`config.mk`:
```
export PLATFORM = sky130hd
export DESIGN_NAME = serial_sub4
export DESIGN_NICKNAME = d
export VERILOG_FILES = /design/src/rtl/serial_sub4.sv
export SDC_FILE = /design/constraint.sdc
export NUM_CORES = 1
export LEC_CHECK = 0
export ABC_AREA = 0
export BUFFER_PORTS_ARGS = -buffer_cell sky130_fd_sc_hd__clkbuf_2
export CAP_MARGIN = 20
export CELL_PAD_IN_SITES_DETAIL_PLACEMENT = 0
export CELL_PAD_IN_SITES_GLOBAL_PLACEMENT = 1
export CORE_UTILIZATION = 35
export CTS_CLUSTER_DIAMETER = 30
export CTS_CLUSTER_SIZE = 24
export DETAILED_ROUTE_END_ITERATION = 6
export PLACE_DENSITY_LB_ADDON = 0.1
export SETUP_SLACK_MARGIN = 0.15
export SLEW_MARGIN = 0
export SYNTH_ARGS = -nofsm -noshare
export SYNTH_HDL_FRONTEND = slang
export SYNTH_SLANG_ARGS = --single-unit
```
`constraint.sdc`:
```
create_clock -name clk -period 2.18 [get_ports clk]
set_clock_uncertainty 0.1 [all_clocks]
set_input_delay 0.327 -clock clk [delete_from_list [all_inputs] [get_ports clk]]
set_output_delay 0.327 -clock clk [all_outputs]
set_load 0.005 [all_outputs]
```
`src/rtl/serial_sub4.sv`:
```
// ---------------------------------------------------------------------------
// serial_sub4 -- bit-serial subtractor, F = A - B - Bin (modulo 2^WIDTH)
//
// Operands are captured on an accepted start. A single full-subtractor cell
// then processes one bit per clock, LSB first, for WIDTH cycles. F and Bout
// are loaded once, on the final shift, and are held until the next result
// replaces them.
//
// Optional feature: define SUB_OVF_EN to add port V, the two's-complement
// overflow flag of the subtraction.
//
// Ports
//   clk    in   1      rising-edge clock
//   rst_n  in   1      asynchronous active-low reset
//   start  in   1      launch request, accepted only in IDLE or DONE
//   A      in   WIDTH  minuend, captured on accepted start
//   B      in   WIDTH  subtrahend, captured on accepted start
//   Bin    in   1      borrow-in, captured on accepted start
//   busy   out  1      high while bits are being processed
//   done   out  1      one-cycle pulse when F/Bout are valid
//   F      out  WIDTH  difference, held until the next result
//   Bout   out  1      borrow-out (1 = A < B+Bin unsigned)
//   V      out  1      signed overflow (only with SUB_OVF_EN)
// ---------------------------------------------------------------------------
module serial_sub4 #(
    parameter int WIDTH = 4
) (
    input  logic             clk,
    input  logic             rst_n,
    input  logic             start,
    input  logic [WIDTH-1:0] A,
    input  logic [WIDTH-1:0] B,
    input  logic             Bin,
    output logic             busy,
    output logic             done,
    output logic [WIDTH-1:0] F,
    output logic             Bout
`ifdef SUB_OVF_EN
    ,
    output logic             V
`endif
);

    localparam int CW = $clog2(WIDTH) + 1;
    localparam logic [CW-1:0] LAST = CW'(WIDTH - 1);

    typedef enum logic [1:0] {
        IDLE  = 2'd0,
        SHIFT = 2'd1,
        DONE  = 2'd2
    } state_t;

    state_t          state, state_next;
    logic            load, shift_en, last_bit;

    logic [WIDTH-1:0] a_reg, b_reg, res_reg;
    logic             br_reg;
    logic [CW-1:0]    count;

    // Full-subtractor cell on the current LSBs.
    logic a_bit, b_bit, d_bit, br_next;

    assign a_bit   = a_reg[0];
    assign b_bit   = b_reg[0];
    assign d_bit   = a_bit ^ b_bit ^ br_reg;
    assign br_next = (~a_bit & b_bit) | (~(a_bit ^ b_bit) & br_reg);

    assign last_bit = (count == LAST);

    // State register.
    always_ff @(posedge clk or negedge rst_n) begin
        if (!rst_n) begin
            state <= IDLE;
        end else begin
            state <= state_next;
        end
    end

    // Next-state and control decode.
    // NOTE: every output of this block gets a default first, so no path
    // leaves a value unassigned and no latch is inferred.
    always_comb begin
        state_next = state;
        load       = 1'b0;
        shift_en   = 1'b0;
        busy       = 1'b0;
        done       = 1'b0;
        unique case (state)
            IDLE: begin
                if (start) begin
                    load       = 1'b1;
                    state_next = SHIFT;
                end
            end
            SHIFT: begin
                busy     = 1'b1;
                shift_en = 1'b1;
                if (last_bit) begin
                    state_next = DONE;
                end
            end
            DONE: begin
                done = 1'b1;
                if (start) begin
                    load       = 1'b1;
                    state_next = SHIFT;
                end else begin
                    state_next = IDLE;
                end
            end
            default: state_next = IDLE;
        endcase
    end

    // Datapath: operand shift registers, partial result, borrow and count.
    // NOTE: the shift registers are reset along with the control state so
    // that an aborted operation leaves no stale operand bits behind.
    always_ff @(posedge clk or negedge rst_n) begin
        if (!rst_n) begin
            a_reg   <= '0;
            b_reg   <= '0;
            res_reg <= '0;
            br_reg  <= 1'b0;
            count   <= '0;
        end else if (load) begin
            a_reg   <= A;
            b_reg   <= B;
            res_reg <= '0;
            br_reg  <= Bin;
            count   <= '0;
        end else if (shift_en) begin
            a_reg   <= a_reg >> 1;
            b_reg   <= b_reg >> 1;
            res_reg <= {d_bit, res_reg[WIDTH-1:1]};
            br_reg  <= br_next;
            count   <= count + 1'b1;
        end
    end

    // Result registers: loaded only on the final shift, held otherwise.
    always_ff @(posedge clk or negedge rst_n) begin
        if (!rst_n) begin
            F    <= '0;
            Bout <= 1'b0;
        end else if (shift_en && last_bit) begin
            F    <= {d_bit, res_reg[WIDTH-1:1]};
            Bout <= br_next;
        end
    end

`ifdef SUB_OVF_EN
    // On the final shift a_bit/b_bit are the captured operand MSBs and
    // d_bit is the result MSB, so overflow is available without extra state.
    always_ff @(posedge clk or negedge rst_n) begin
        if (!rst_n) begin
            V <= 1'b0;
        end else if (shift_en && last_bit) begin
            V <= (a_bit ^ b_bit) & (a_bit ^ d_bit);
        end
    end
`endif

endmodule

```
==> results by stage <==
Run status:
- The flow ran to the end, and the final reports show no timing, DRC or antenna violations.

Worst hold path:
- The path class of the tightest hold or removal check is input port to register.
- The worst hold path cell count is 2.

STA:
- The pin slew with the least headroom to its limit is about 0.57 ns.
- The final number of hold-violating endpoints is 0.
- The final setup violation count is 0.
- The final critical path time including I/O delays and setup is between 1.5 and 2 ns.
- Setup repair after global routing left no endpoint under its margin.
- Of the available clock period, the critical path in the final layout requires a little under nine tenths.
- Derived from the worst setup path, the maximum achievable clock frequency is 0.531 GHz.
- The setup TNS is 0 ns.
- The final count of pins violating max slew is 0.
- The relative slew slack is between 60% and 70%.

Floorplanning:
- The floorplan step defined a die boundary enclosing 0.00320 mm^2.
- Measured along the x axis, the die boundary spans around 57 um.
- The starting utilization of the core area is 37.5%.
- The count of standard-cell rows is 19.
- Pin placement for this block handled 19 I/O pins.
- The total area inside the core boundary comes to roughly 0.0028 mm^2.
- Measured along the y axis, the die boundary spans ~57 um.

Cells and area:
- The number of antenna diodes in the final layout is 0.
- In the final layout, the share of cells above drive strength 1 is a little under a third.
- The area growth from synthesis to layout is 12.2%.
- The net total in the final layout is between 100 and 150.
- Fill cells in the final layout number roughly 280.
- The summed area of non-filler cells in the final layout is ~0.0012 mm^2.

Logic synthesis:
- The sequential-to-total area share from yosys stat is between 50 and 60%.
- The number of different library cells used by synthesis comes to 27.
- In this run the biggest area consumer among cell types represents between 50% and 60% of the synthesized area.
- The number of storage elements in the synthesis netlist is 22.
- In the post-synthesis netlist, the biggest area contributors are dfrtp_1 (53%), a22o_1 (4.2%), a21oi_1 (3.8%).
- The average size of a mapped cell is about 12 um^2.
- When the netlist entered floorplanning its net count stood at slightly above 100.
- The synthesized instance count is 87.
- Counting instances in the post-synthesis netlist gives the leading cell types as dfrtp_1 (22), inv_1 (9), a21oi_1 (8).
- The prevailing post-synth register cell is dfrtp_1.
- The number of flops mapped to enable cells by yosys is 0.
- The count of warnings emitted by yosys is 0.
- The share of synthesized registers carrying an async set or reset is 100%.
- The largest total area in the synthesized netlist belongs to dfrtp_1.
- The mapped cell area is around 0.0010 mm^2.
- The most common cell in the synthesized netlist is dfrtp_1.

Placement:
- The area of placed instances is between 0.001 and 0.0015 mm^2.
- The post-detailed-placement half-perimeter wirelength is between 1000 and 1500 um.
- In this run the tool buffered the top-level ports with 18 buffer cells.
- The congestion estimate from routability-driven global placement came to approximately 0.69.

Worst setup path:
- At the worst endpoint, the arrival time is approximately 1.5 ns.
- Among all stages on the critical path, the largest delay is contributed by dfrtp_1.
- In this run the worst path has a maximum fanout of 13.
- Together, buffers and inverters on the worst path number 2.
- Broken down by cell family, the worst path's largest delay share belongs to flip-flops.
- STA classifies the critical path endpoint as an output pin.
- The number of gates on the worst path with buffers counted is 3.
- The number of cells traversed by the worst register-to-register path is 3.
- STA classifies the critical path startpoint as a register.
- STA puts the critical path data required time at between 1.5 and 2 ns.
- For this run, the slowest stage of the critical path takes 0.68 ns.
- The critical path goes through nand2b_2 > inv_2 > clkbuf_2.
- By startpoint and endpoint, the worst setup path is classified as register to output pin.

Power and ir drop:
- Power spread over the standard cell area amounts to 1390 mW/mm^2.
- The analysis attributes to cell leakage a power of 0.587 nW.
- The largest vdd supply drop is 0.699 mV.

Detailed routing:
- For this run, the detailed router's first-pass iteration total came to 1.
- The first routing iteration left 0 violations.
- The average wire per cell in the routed design is roughly 14 um.
- In this run the remaining antenna-violating nets after routing total 0.
- Using the TritonRoute via totals, the vias-per-cell ratio works out to 4.99.
- Wires add up to a little under 2000 um.
- Across all layers, the routed design uses about 680 vias.
- In the routed design, unresolved DRC markers number 0.

CTS:
- The clock passes through at most 2 buffers.
- The count of H-tree levels built during CTS is 1.
- Buffers inserted during clock tree synthesis total 3.
- TritonCTS built the clock tree.
- The total clock sinks is 22.
- The clock latency of the later-clocked register in the worst-skew pair is around 0.30 ns.
- After clock tree synthesis, the clock-pin slew on the worst setup and hold paths is around 0.12 ns.
- In this run the clock root is driven by a clkbuf_4.

Global route:
- The overall global routing resource usage is between 10% and 20%.
- The number of antenna violations at the first check in global routing is 0.
- The total grt overflow is 0.
- The largest net degree at the start of global routing is 23.
- The first-pass GRT wire length is 3330 um.
- The number of global-route vias before repair is ~670.

Run:
- The tool flagged a number of max-cap violations equal to 0.
[per-layer routing]
layer	GRT usage (%)	vias up	wire, um
li1	-	343	-
met1	21.1	324	1060
met2	19.0	10	807
met3	2.76	2	69
met4	6.27	0	20
met5	0	-	0
[cells by family after synthesis]
family	share of synthesized area, %
compound gates	16.9
fa+ha+maj	4.32
buf+inv	6.95
flops	52.8
mux	11.2
simple gates	7.91
[layout make-up]
type / instances / area [um^2] / area share [%]
Inverter: 10 / 37.5 / 3.21
Sequential cell: 22 / 552 / 47.1
Multi-Input combinational cell: 51 / 420 / 35.9
Clock buffer: 3 / 22.5 / 1.92
Timing Repair Buffer: 19 / 100 / 8.55
Tap cell: 31 / 38.8 / 3.31
[per-stage QoR]
| step | power (W) | std cells | utilization (%) | hold WS, ns | setup slack [ns] |
|---|---|---|---|---|---|
| after global placement | 0.00146 | 132 | 40.9 | 0.248 | 0.587 |
| final | 0.00163 | 136 | 42.1 | 0.135 | 0.298 |
| after floorplan | 0.00127 | 87 | - | -0.0686 | 0.742 |
| after global routing | 0.00178 | 136 | 42.1 | 0.139 | 0.224 |
| after detailed placement | 0.00146 | 132 | 40.9 | 0.249 | 0.575 |
| after CTS | 0.00165 | 136 | 42.1 | 0.133 | 0.226 |
[what timing repair did]
item / CTS / global route
endpoints found under the setup margin: 0 / 1
setup buffers: 0 / 0
hold buffers: 1 / 0
endpoints found under the hold margin: 22 / 0
gates resized for setup: 0 / 1
[worst register-to-register path, delay by kind of cell (launching register included)]
kind / cells / cell delay [ns]
flip-flops: 1 / 0.68
AND/OR/NAND/NOR: 1 / 0.30
multiplexers: 1 / 0.27
buffers and inverters: 1 / 0.07
[placed cells by master (no fill, tap or decap), drive strengths merged, types with 2 or more instances in the layout]
| master | Yosys | routed |
|---|---|---|
| mux2 | 7 | 7 |
| nor2 | 2 | 2 |
| clkbuf | 0 | 21 |
| nor2b | 4 | 4 |
| dfrtp | 22 | 22 |
| a21oi | 8 | 8 |
| nand2 | 2 | 2 |
| o21ai | 4 | 4 |
| inv | 10 | 10 |
| nand2b | 2 | 2 |
| mux2i | 3 | 3 |
| a22o | 6 | 6 |
| a211oi | 3 | 3 |
| o22ai | 4 | 4 |
| ha | 2 | 2 |
[worst paths after layout]
check,startpoint,endpoint,slack (ns)
max in group asynchronous,rst_n,state[0],1.14
min,B[3],b_reg[3],0.13
max,state[1],busy,0.30
max reg2reg,state[1],count[0],0.67
min reg2reg,F[1],F[1],0.41
min in group asynchronous,rst_n,b_reg[3],0.43
[report_power, final]
| part | switching (W) | internal (W) |
|---|---|---|
| Sequential | 0.000180 | 0.000596 |
| Clock | 0.000120 | 0.0000644 |
| Combinational | 0.000305 | 0.000367 |
| Total | 0.000604 | 0.00103 |
(Power assumes the default switching activity.)
